## src/rtl/ej32_pkg.sv

```systemverilog
// Shared eJ32 constants and types: address map of the console buffers and
// the memory arbiter state encoding.
package ej32_pkg;

    localparam int unsigned EJ32_ASZ    = 17;
    localparam int unsigned EJ32_TIB    = 'h1000;
    localparam int unsigned EJ32_OBUF   = 'h1400;
    localparam int unsigned EJ32_BSZ    = 'h400;
    localparam int unsigned EJ32_STARVE = 8;

    typedef enum logic [1:0] {
        IDLE = 2'd0,
        CORE = 2'd1,
        HOST = 2'd2
    } arb_st_t;

endpackage

```

## src/rtl/ej32_win_chk.sv

```systemverilog
// Host window check: writes must land in the input buffer, reads must come
// from the output buffer. Purely combinational.
module ej32_win_chk
    import ej32_pkg::*;
#(
    parameter int unsigned ASZ  = EJ32_ASZ,
    parameter int unsigned TIB  = EJ32_TIB,
    parameter int unsigned OBUF = EJ32_OBUF,
    parameter int unsigned BSZ  = EJ32_BSZ
) (
    input  logic [ASZ-1:0] addr,
    input  logic           we,
    output logic           ok
);

    // One extra bit so a window ending exactly at the top of the space still compares correctly.
    localparam logic [ASZ:0] WR_LO = (ASZ + 1)'(TIB);
    localparam logic [ASZ:0] WR_HI = (ASZ + 1)'(TIB + BSZ);
    localparam logic [ASZ:0] RD_LO = (ASZ + 1)'(OBUF);
    localparam logic [ASZ:0] RD_HI = (ASZ + 1)'(OBUF + BSZ);

    logic [ASZ:0] addr_x;
    logic         wr_ok;
    logic         rd_ok;

    assign addr_x = {1'b0, addr};
    assign wr_ok  = (addr_x >= WR_LO) && (addr_x < WR_HI);
    assign rd_ok  = (addr_x >= RD_LO) && (addr_x < RD_HI);
    assign ok     = we ? wr_ok : rd_ok;

endmodule

```

## src/rtl/ej32_mem_arb.sv

```systemverilog
// Single-port SRAM arbiter between the eJ32 core (with atomic locked bursts)
// and the host console requester, with starvation promotion for the host.
module ej32_mem_arb
    import ej32_pkg::*;
#(
    parameter int unsigned ASZ    = EJ32_ASZ,
    parameter int unsigned TIB    = EJ32_TIB,
    parameter int unsigned OBUF   = EJ32_OBUF,
    parameter int unsigned BSZ    = EJ32_BSZ,
    parameter int unsigned STARVE = EJ32_STARVE
) (
    input  logic           clk,
    input  logic           rst,
    input  logic           core_req,
    input  logic           core_we,
    input  logic           core_lock,
    input  logic [ASZ-1:0] core_addr,
    input  logic [7:0]     core_wdata,
    output logic           core_gnt,
    input  logic           host_req,
    input  logic           host_we,
    input  logic [ASZ-1:0] host_addr,
    input  logic [7:0]     host_wdata,
    output logic           host_gnt,
    output logic           host_err,
    output logic [7:0]     rdata,
    output logic           core_rvalid,
    output logic           host_rvalid,
    output logic [ASZ-1:0] mem_addr,
    output logic           mem_we,
    output logic [7:0]     mem_wdata,
    input  logic [7:0]     mem_rdata
);

    localparam int unsigned   WW       = $clog2(STARVE + 1);
    localparam logic [WW-1:0] STARVE_W = WW'(STARVE);

    arb_st_t       state_q, state_d;
    logic [WW-1:0] wait_q, wait_d;
    logic [1:0]    rd_q, rd_d;
    logic          host_err_q, host_err_d;
    logic          host_ok;
    logic          host_wait;

    ej32_win_chk #(
        .ASZ  (ASZ),
        .TIB  (TIB),
        .OBUF (OBUF),
        .BSZ  (BSZ)
    ) u_win_chk (
        .addr (host_addr),
        .we   (host_we),
        .ok   (host_ok)
    );

    // Grants are combinational (zero latency) and suppressed while in reset.
    always_comb begin
        // NOTE: every always_comb output gets a default first so no path leaves it unassigned and infers a latch.
        core_gnt = 1'b0;
        host_gnt = 1'b0;
        if (rst) begin
            if (state_q == CORE) begin
                core_gnt = core_req;
            end else if (host_req && (wait_q >= STARVE_W)) begin
                host_gnt = 1'b1;
            end else if (core_req) begin
                core_gnt = 1'b1;
            end else if (host_req) begin
                host_gnt = 1'b1;
            end
        end
    end

    always_comb begin
        mem_addr  = '0;
        mem_we    = 1'b0;
        mem_wdata = '0;
        if (core_gnt) begin
            mem_addr  = core_addr;
            mem_we    = core_we;
            mem_wdata = core_wdata;
        end else if (host_gnt) begin
            mem_addr  = host_addr;
            mem_we    = host_we && host_ok;
            mem_wdata = host_wdata;
        end
    end

    assign host_wait = host_req && !host_gnt;

    always_comb begin
        state_d = state_q;
        if (core_gnt) begin
            state_d = core_lock ? CORE : IDLE;
        end else if (host_gnt) begin
            state_d = HOST;
        end else if (state_q == HOST) begin
            state_d = IDLE;
        end

        wait_d = '0;
        if (host_wait) begin
            wait_d = (wait_q == STARVE_W) ? wait_q : wait_q + WW'(1);
        end

        // {core_rd, host_rd}: which requester owns the byte returning next cycle.
        rd_d       = {core_gnt && !core_we, host_gnt && !host_we && host_ok};
        host_err_d = host_gnt && !host_ok;
    end

    // NOTE: sequential state uses non-blocking assignments so every flop samples pre-edge values.
    always_ff @(posedge clk) begin
        if (!rst) begin
            state_q    <= IDLE;
            wait_q     <= '0;
            rd_q       <= '0;
            host_err_q <= 1'b0;
        end else begin
            state_q    <= state_d;
            wait_q     <= wait_d;
            rd_q       <= rd_d;
            host_err_q <= host_err_d;
        end
    end

    assign core_rvalid = rd_q[1];
    assign host_rvalid = rd_q[0];
    assign host_err    = host_err_q;
    assign rdata       = mem_rdata;

endmodule

```

## config.mk

```make
export PLATFORM = sky130hd
export DESIGN_NAME = ej32_mem_arb
export DESIGN_NICKNAME = d
export VERILOG_FILES = /design/src/rtl/ej32_pkg.sv /design/src/rtl/ej32_win_chk.sv /design/src/rtl/ej32_mem_arb.sv
export SDC_FILE = /design/constraint.sdc
export NUM_CORES = 1
export LEC_CHECK = 0
export CAP_MARGIN = 20
export CORE_MARGIN = 3
export CORE_UTILIZATION = 26
export CTS_BUF_LIST = sky130_fd_sc_hd__clkbuf_8
export CTS_CLUSTER_SIZE = 28
export DETAILED_ROUTE_END_ITERATION = 10
export GPL_TIMING_DRIVEN = 0
export PLACE_DENSITY = 0.82
export SYNTH_ARGS = -nofsm -noshare
export SYNTH_HDL_FRONTEND = slang
export SYNTH_SLANG_ARGS = --single-unit
```

## constraint.sdc

```tcl
create_clock -name clk -period 2.2 [get_ports clk]
set_clock_uncertainty 0.2 [all_clocks]
set_input_delay 0.55 -clock clk [delete_from_list [all_inputs] [get_ports clk]]
set_output_delay 0.55 -clock clk [all_outputs]
set_load 0.03 [all_outputs]
```

==> run summary <==
vias -> 1151
Relative slew margins -> 75.35%
Switch Pwr -> 0.0002537 W
total iterations of the first detailed-routing run -> 4
Min-Delay Path Depth -> 2
routed wire length -> 4065 µm
Mapped Cells -> 87
Final Cycle Share -> 110.5%
Peak VDD IR -> 0.2979 mV
worst skew pair latency -> 230 ps
Net Sw Frac -> 31.90%
H-tree Lvls -> 1
synth unique cells -> 31
final hold slack -> 314.7 ps
flops & latches, synth -> 9
mapped cell area -> 813.3 µm²
internal power -> 0.0005418 W
post-layout minimum cycle time -> 2432 ps
Final Hold Fails -> 0
failing checks -> negative setup slack
die area -> 3835 µm²
root buf cell -> clkbuf_8
sequential area share after synthesis -> 22.15%
Initial Util -> 28.27%
Reg2Reg Depth -> 5
Final GP Congestion -> 0.7655
CP arrival -> 1680 ps
crit-path cells -> buf_6 > or4b_4 > nor3_4 > a32o_2 > buf_6
Fmax achieved -> 411.2 MHz
remaining antenna violation count after routing -> 0
CTS Buf Count -> 3
post-route cell area -> 2253 µm²
Clock Power Share -> 23.8%
Site Rows -> 19
Ant. Diodes -> 0
crit path kind -> in -> out
Die Y -> 61.93 µm
YS warnings -> 0
register share of total power -> 21.5%
fin. max-slew vios -> 0
nets -> 265
register area -> 186.4 µm²
CTS sink count -> 9
RSZ-0062 raised after global routing -> yes
TritonCTS clock tree -> done
status -> finished with violations
Ports -> 104
GRT overflow -> 0
PnR worst setup slack -> -232.0 ps
Power Dens Cells -> 353.0 nW/µm²
Slew @ Worst Pin -> 360.4 ps
Synth Area per Inst -> 9.348 µm²
initial antenna violation count -> 0
Reg clk slew, reported paths -> 50 ps
number of global-route vias before repair -> 1192
PortBufs -> 95
Crit path largest cell delay -> 540 ps
DP HPWL -> 2961 µm
Critical Path RT -> 1450 ps
Leak -> 1.015 nW
# fillers -> 186
Crit-path slowest cell -> or4b_4
largest fanout on the critical path -> 3
core area -> 2877 µm²
CP Capture Type -> output pin
post-DR vias/cell -> 4.816
first-pass GRT wire length -> 5816 µm
drc violations -> 0
largest net degree at the start of global routing -> 11
Power, Total -> 0.0007955 W
maxcap violations -> 0
Comb power frac -> 54.7%
Setup Viol. Count Final -> 27
layout cell share with drive strength beyond 1 -> 47.72%
area grow syn2layout -> 177.1%
wire per inst -> 17.01 µm
multi-input logic area -> 663.1 µm²
setup_tns -> -4634 ps
Hold Path Class -> reg -> reg
crit-path most repeated cell -> buf_6
CTS Buffer Depth -> 2
First DRT Iteration DRCs -> 33
nature of the critical path startpoint -> input pin
syn_nets -> 154
die width -> 61.93 µm
GRT Overall Usage -> 21.09%
dpl cell area -> 1902 µm²
==> per-layer routing <==
layer / vias to the layer above / global-route usage [%] / part of all wire, %
li1: 546 / - / -
met1: 523 / 20.17 / 33
met2: 74 / 40.66 / 52
met3: 8 / 7.645 / 13
met4: 0 / 7.879 / 2.3
met5: - / 0 / 0
==> power by group through the flow <==
stage / Sequential [W] / Clock (W) / Combinational, W
after floorplan: 0.000177 / 0 / 0.000172
after global placement: 0.000174 / 0 / 0.000365
after detailed placement: 0.000175 / 0 / 0.000370
after CTS: 0.000172 / 0.000197 / 0.000428
after global routing: 0.000171 / 0.000209 / 0.000455
final: 0.000171 / 0.000189 / 0.000435
==> Yosys cell counts (all sizes together) <==
cell / instances / area [µm²]
inv: 4 / 15.01
or3: 1 / 11.26
nor2b: 4 / 32.53
and2: 1 / 6.260
mux2i: 1 / 10.01
nand3b: 2 / 15.01
a2111oi: 1 / 8.760
o211ai: 1 / 7.510
a21oi: 4 / 23.77
nor3: 1 / 10.01
or4b: 1 / 10.01
clkinv: 1 / 16.27
o21bai: 1 / 7.510
dfxtp: 9 / 180.2
xnor2: 1 / 8.760
buf: 13 / 121.4
nand2b: 2 / 12.51
nand2: 3 / 11.26
and4b: 1 / 10.01
a32o: 1 / 10.01
nor2: 3 / 11.26
ha: 2 / 25.02
nand3: 1 / 5.000
a21o: 1 / 7.510
a22o: 25 / 219.0
xor2: 2 / 17.52
==> worst max-delay path: cells and delay by family <==
kind,cells,cell delay (ps)
compound gates,1,200
buf+inv,2,230
simple gates,2,700
==> flip-flops by register name, summed over array words and instances, names as in the netlist <==
signal / flops
wait_q: 4
rd_q: 2
state_q: 2
host_err: 1
==> what timing repair did <==
item | CTS | global route
hold buffers | 0 | 0
buffers inserted | 7 | 1
pin swaps | 7 | 5
gates cloned | 3 | 0
resized for setup | 250 | 8
setup endpoints to repair | 28 | 28
==> metrics by stage <==
stage | utilization [%] | setup slack [ps] | instances
2_1_floorplan | - | -72.47 | 87
3_3_place_gp | 66.12 | -1160 | 224
3_5_place_dp | 66.12 | -1168 | 224
4_1_cts | 77.12 | -304.7 | 238
5_1_grt | 78.34 | -265.2 | 239
6_report | 78.34 | -232.0 | 239
==> layout make-up <==
cell class / count / share of cell area (%)
timing repair buffer: 105 / 49.86
multi-input combinational: 60 / 29.43
sequential: 9 / 8.273
buffer: 13 / 6.330
tap: 42 / 2.332
clock buffer: 3 / 1.832
inverter: 5 / 1.388
timing repair inverter: 1 / 0.3887
clock inverter: 1 / 0.1666
==> kinds of logic (layout without fill, tap and decap cells) <==
logic type | count (synthesis) | count (layout) | share of synthesized area, %
compound gates | 34 | 34 | 34.92
xor+xnor | 3 | 3 | 3.231
fa+ha+maj | 2 | 2 | 3.076
buf+inv | 18 | 128 | 18.77
flops | 9 | 9 | 22.15
mux | 1 | 1 | 1.231
simple gates | 20 | 20 | 16.61
==> cell usage in the layout, fill, tap and decap left out, drive strengths merged <==
cell	n
ha	2
clkdlybuf4s50	60
nor3	1
clkinv	2
nand2b	2
nor2	3
and4b	1
nand2	3
dfxtp	9
o21bai	1
and2	1
a21o	1
mux2i	1
nand3b	2
buf	58
or4b	1
inv	5
a32o	1
o211ai	1
clkbuf	3
a21oi	4
nand3	1
nor2b	4
or3	1
a2111oi	1
a22o	25
xnor2	1
xor2	2
==> path summary, 6_finish.rpt <==
kind | slack (ps) | to | from
setup / recovery | -230 | mem_we | host_addr[13]
hold / removal | 310 | wait_q[2] | wait_q[2]
setup reg to reg | 650 | state_q[1] | state_q[0]
hold reg to reg | 310 | wait_q[2] | wait_q[2]
(Power assumes the default switching activity.)
==> edit 1: new RTL, same flow settings <==
The package constant `EJ32_STARVE` goes from 8 to 16.
--- a/src/rtl/ej32_pkg.sv
+++ b/src/rtl/ej32_pkg.sv
@@ -8,3 +8,3 @@
     localparam int unsigned EJ32_BSZ    = 'h400;
-    localparam int unsigned EJ32_STARVE = 8;
+    localparam int unsigned EJ32_STARVE = 16;
 
Behaviour: not the same (a bounded check fails within 10 cycles, from zero or initial values and one cycle with rst low).
==> edit 1 against the unedited design <==
The flow still finishes with violations (setup timing). Critical path type unchanged. Synthesized area shrank 0.77%. Global-route usage grew 4.4 points. Sequential cell count grew 1. Highest routed layer unchanged. Clock power grew 20%. Combinational power grew 3%. Die area shrank 0.69%. Power grew 8.5%. Setup slack lost 0.0036 ns. Cell area grew 1.8%. Worst hold slack gained 0.033 ns. Wire length grew 13%.
==> edit 1: results (changes against the unedited design) <==
- The highest ir drop seen on vdd is 186.9 uV (-37%).
- The via-per-instance ratio is 5.148 (+6.9%).
- The checks that failed: setup timing.
- After synthesis, the cell types taking the most area are sky130_fd_sc_hd__a22o_1, sky130_fd_sc_hd__dfxtp_1, sky130_fd_sc_hd__buf_4.
- In this run the register-to-register setup slack is between 0.6 and 0.7 ns.
- The relative slew slack is 76.19% (+0.84 points).
- The sum of negative setup slack is -3.309 ns (+1.326 ns).
- The initial antenna violation count is 0 (unchanged).
- The detailed-route wire length on metal 1 came to 1.444 mm (+8.5%).
- The placed cell area came to 1896 sq um (-0.33%).
- The final critical-path setup slack is -0.2355 ns (-0.003563 ns).
- The all-layer global routing usage came to 25.54% (+4.4 points).
- The largest registers in the layout are wait_q: 5 flops, rd_q: 2 flops, state_q: 2 flops.
- The via count of the first global-routing pass was 1,416 (+19%).
- The number of cells in the design after placement is 212 (-5.4%).
- The number of nets produced by synthesis was 153 (-0.65%).
- The detailed router's first-iteration violation count was 53 (+61%).
- The run finished, with violations left.
- The global routing met1 resource utilization is 25.37% (+5.2 points).
- The final-report setup violation count is 26 (-3.7%).
- By count the netlist is led by sky130_fd_sc_hd__a22o_1, sky130_fd_sc_hd__dfxtp_1, sky130_fd_sc_hd__buf_4, sky130_fd_sc_hd__nor2_1, sky130_fd_sc_hd__nor2b_1.
- The share of the core filled with cells is 80.44% (+2.1 points).
- The leakage power of the design is 1.035 nW (+1.9%).
- The routed wire length on met3 is 426 um (-21%).
- The met2 layer wire length in the routed design is 2.569 mm (+22%).
- The proportion of layout cells with a drive suffix above 1 is 49.75% (+2.0 points).
- The setup slack at placement came to -1.238 ns (-0.07056 ns).
- The number of standard cells in the layout, taps in and fillers out is 230 (-3.8%).
- The portion of the post-synthesis area used by sequential elements came to 24.81% (+2.7 points).
- The gate count after technology mapping was 86 (-1.1%).
- The placed wire-length estimate is 3.220 mm (+8.7%).
- The global-route track usage on met2 is 47.53% (+6.9 points).
- The wire length of the first global-routing pass was 6.969 mm (+20%).
- The global-route met3 utilization is 9.091% (+1.4 points).
- The buffer levels on the longest clock path is 2 (unchanged).
- The layout filler cell count is 148 (-20%).
- The post-layout net count is 267 (+0.75%).
- The top fanout value on the critical path is 3 (unchanged).
- The minimum hold slack was 0.3477 ns (+0.03303 ns).
- The average wire per standard cell is 19.90 um (+17%).
edit 1: cell types whose count changed in the layout (fill, tap and decap cells not counted), sizes merged, moves of 2 or more:
cell | before | now
a21oi | 4 | 0
buf | 58 | 62
inv | 5 | 2
clkinv | 2 | 0
nand2b | 2 | 0
nand3b | 2 | 0
nor2 | 3 | 5
nor3 | 1 | 3
edit 1: final timing paths:
path | cells after the start | to | start
max | 5 | mem_we | host_addr[11]
min | 2 | wait_q[3] | wait_q[3]
max reg2reg | 5 | state_q[0] | wait_q[4]
min reg2reg | 2 | wait_q[3] | wait_q[3]
edit 1: area by class of cell:
class | instances | share of cell area, %
clock buffers | 4 | 2.399
flip-flops and latches | 10 | 8.997
well taps | 31 | 1.690
repair buffers | 109 | 49.73
multi-input cells | 60 | 30.59
plain buffers | 14 | 6.270
inverters | 2 | 0.3272
edit 1: power breakdown:
group          internal, mW  switching (mW)
Combinational         0.257           0.192
Clock                 0.157          0.0687
Sequential            0.186         0.00274
edit 1: cell families (layout without fill, tap and decap cells):
kind of cell | after synthesis | count (layout) | share of synthesized area (%)
buf+inv | 16 | 129 | 13.95
fa+ha+maj | 2 | 2 | 3.100
flops | 10 | 10 | 24.81
xor+xnor | 5 | 5 | 5.427
simple gates | 22 | 22 | 18.60
compound gates | 30 | 30 | 32.87
mux | 1 | 1 | 1.240
edit 1: repair_timing:
action                     in CTS  in global routing
buffers inserted                9                  0
setup endpoints to repair      28                 28
pin swaps                      30                  2
gates cloned                    5                  0
resized for setup             260                  9
edit 1: critical path: stages:
cell	delay, ns
sky130_fd_sc_hd__buf_6	0.09
sky130_fd_sc_hd__or4b_4	0.54
sky130_fd_sc_hd__nor3_4	0.16
sky130_fd_sc_hd__a32o_2	0.21
sky130_fd_sc_hd__buf_6	0.13
==> edit 2: new RTL, same settings <==
Without the edit above. Encoding of `arb_st_t`: now one-hot (3 bits for 3 values).
--- a/src/rtl/ej32_pkg.sv
+++ b/src/rtl/ej32_pkg.sv
@@ -10,6 +10,6 @@
 
-    typedef enum logic [1:0] {
-        IDLE = 2'd0,
-        CORE = 2'd1,
-        HOST = 2'd2
+    typedef enum logic [2:0] {
+        IDLE = 3'b001,
+        CORE = 3'b010,
+        HOST = 3'b100
     } arb_st_t;
Formal check against the unedited RTL: same outputs for any inputs over 10 cycles, from zero or initial values and one cycle with rst low; not proved beyond that.
==> edit 2 against the unedited design <==
The run still ends with setup timing left. Cell area down 5.7%. Synthesized area up 4.0%. Wire length down 1.9%. Setup slack worse by 0.078 ns. Power up 4.6%. Sequential cell count up 1. Synthesized cell count up 3.4%.
==> edit 2: results (changes against the unedited design) <==
- The total number of vias is 1,171 (+1.7%).
- The portion of the post-synthesis area used by sequential elements was 23.67% (+1.5 points).
- The sum of negative setup slack came to -8.114 ns (-3.480 ns).
- The final-report setup violation count is 28 (+3.7%).
- The detailed router's first-iteration violation count is 60 (+82%).
- The number of standard cells in the layout, taps in and fillers out is 242 (+1.3%).
- The data arrival time of the critical path is 1.76 ns (+0.08 ns).
- The all-layer global routing usage was 19.86% (-1.2 points).
- The peak per-stage delay on the critical path was 0.40 ns (-0.14 ns).
- The global-route met3 utilization is 5.755% (-1.9 points).
- The relative slew slack was 74.27% (-1.1 points).
- The placed wire-length estimate is 3.106 mm (+4.9%).
- The routability congestion estimate from global placement is 0.7763 (+1.4%).
- The wire length of the first global-routing pass was 6.354 mm (+9.3%).
- The leakage power of the design was 0.9361 nW (-7.8%).
- The flow ran to the end, but the final reports show violations.
- The top fanout value on the critical path is 10 (+7).
- The cell depth of the worst flop-to-flop path is 7 (+2).
- The global-route track usage on met2 is 36.10% (-4.6 points).
- The gate count after technology mapping is 90 (+3.4%).
- The number of nets produced by synthesis is 157 (+1.9%).
- The highest ir drop seen on vdd is 284.0 uV (-4.7%).
- The final critical-path setup slack was -0.3101 ns (-0.07811 ns).
- The final reports fail on setup timing.
- Yosys attributes the largest share of cell area to sky130_fd_sc_hd__a22o_1, sky130_fd_sc_hd__dfxtp_1, sky130_fd_sc_hd__buf_4.
- The largest registers in the layout are wait_q: 4 flops, state_q: 3 flops, rd_q: 2 flops.
- The global routing met1 resource utilization is 23.38% (+3.2 points).
- In this run the critical register-to-register path is captured at wait_q[0].
- The origin of the worst setup path is state_q[0].
- The flop-to-flop setup slack was 0.37 ns (-0.28 ns).
- The proportion of layout cells with a drive suffix above 1 is 50.00% (+2.3 points).
==> edit 2: area by class of cell <==
cell class / count / area (sq um)
plain buffers: 15 / 143.9
multi-input cells: 61 / 611.8
inverters: 4 / 15.01
fillers: 243 / 953.4
well taps: 44 / 55.05
flip-flops and latches: 10 / 202.7
repair buffers: 104 / 1041
clock buffers: 4 / 55.05
==> edit 2: routing by layer <==
layer  vias to the layer above  part of all wire, %
li1                        560                    -
met1                       540                   38
met2                        71                   52
met3                         0                   10
met4                         0                    0
met5                         -                    0
==> edit 2: cell families (layout without fill, tap and decap cells) <==
kind of cell    Yosys count  after routing  share of synthesized area [%]
compound gates           35             35                          35.50
simple gates             19             19                          16.57
buf+inv                  19            127                          15.98
flops                    10             10                          23.67
xor+xnor                  4              4                          4.143
fa+ha+maj                 2              2                          2.958
mux                       1              1                          1.183
==> edit 2: what timing repair did <==
item,4_1_cts,5_1_grt
resized for setup,228,4
pin swaps,6,2
endpoints found under the setup margin,28,28
setup buffers,8,1
==> edit 2: how the worst min path moves through the flow <==
stage / startpoint / to / slack (ns) / depth (start not counted)
6_report: wait_q[1] / wait_q[1] / 0.38 / 2
5_1_grt: wait_q[1] / wait_q[1] / 0.41 / 2
4_1_cts: wait_q[1] / wait_q[1] / 0.38 / 2
3_5_place_dp: wait_q[1] / wait_q[1] / 0.38 / 2
3_3_place_gp: wait_q[2] / wait_q[2] / 0.36 / 3
2_1_floorplan: wait_q[2] / wait_q[2] / 0.34 / 3
==> edit 2: metrics by stage <==
step	hold WS [ns]	worst slack [ns]	util [%]	area [sq um]
3_3_place_gp	0.3593	-1.217	62.80	1933
6_report	0.3788	-0.3101	69.02	2125
3_5_place_dp	0.3780	-1.245	62.80	1933
5_1_grt	0.4070	-0.3666	69.02	2125
2_1_floorplan	0.3436	-0.06353	-	927.1
4_1_cts	0.3802	-0.3100	68.17	2098
==> edit 2: power by group through the flow <==
stage,combinational [mW],sequential [mW],clock [mW]
after floorplan,0.175,0.199,0
after global routing,0.427,0.193,0.251
final,0.405,0.192,0.235
after global placement,0.368,0.196,0
after CTS,0.401,0.192,0.237
after detailed placement,0.373,0.196,0
==> edit 2: worst min-delay path: cells and delay by family, from the launching register on <==
family / cells / cell delay, ns
and+or+nand+nor: 1 / 0.05
DFF: 1 / 0.33
muxes: 1 / 0.16
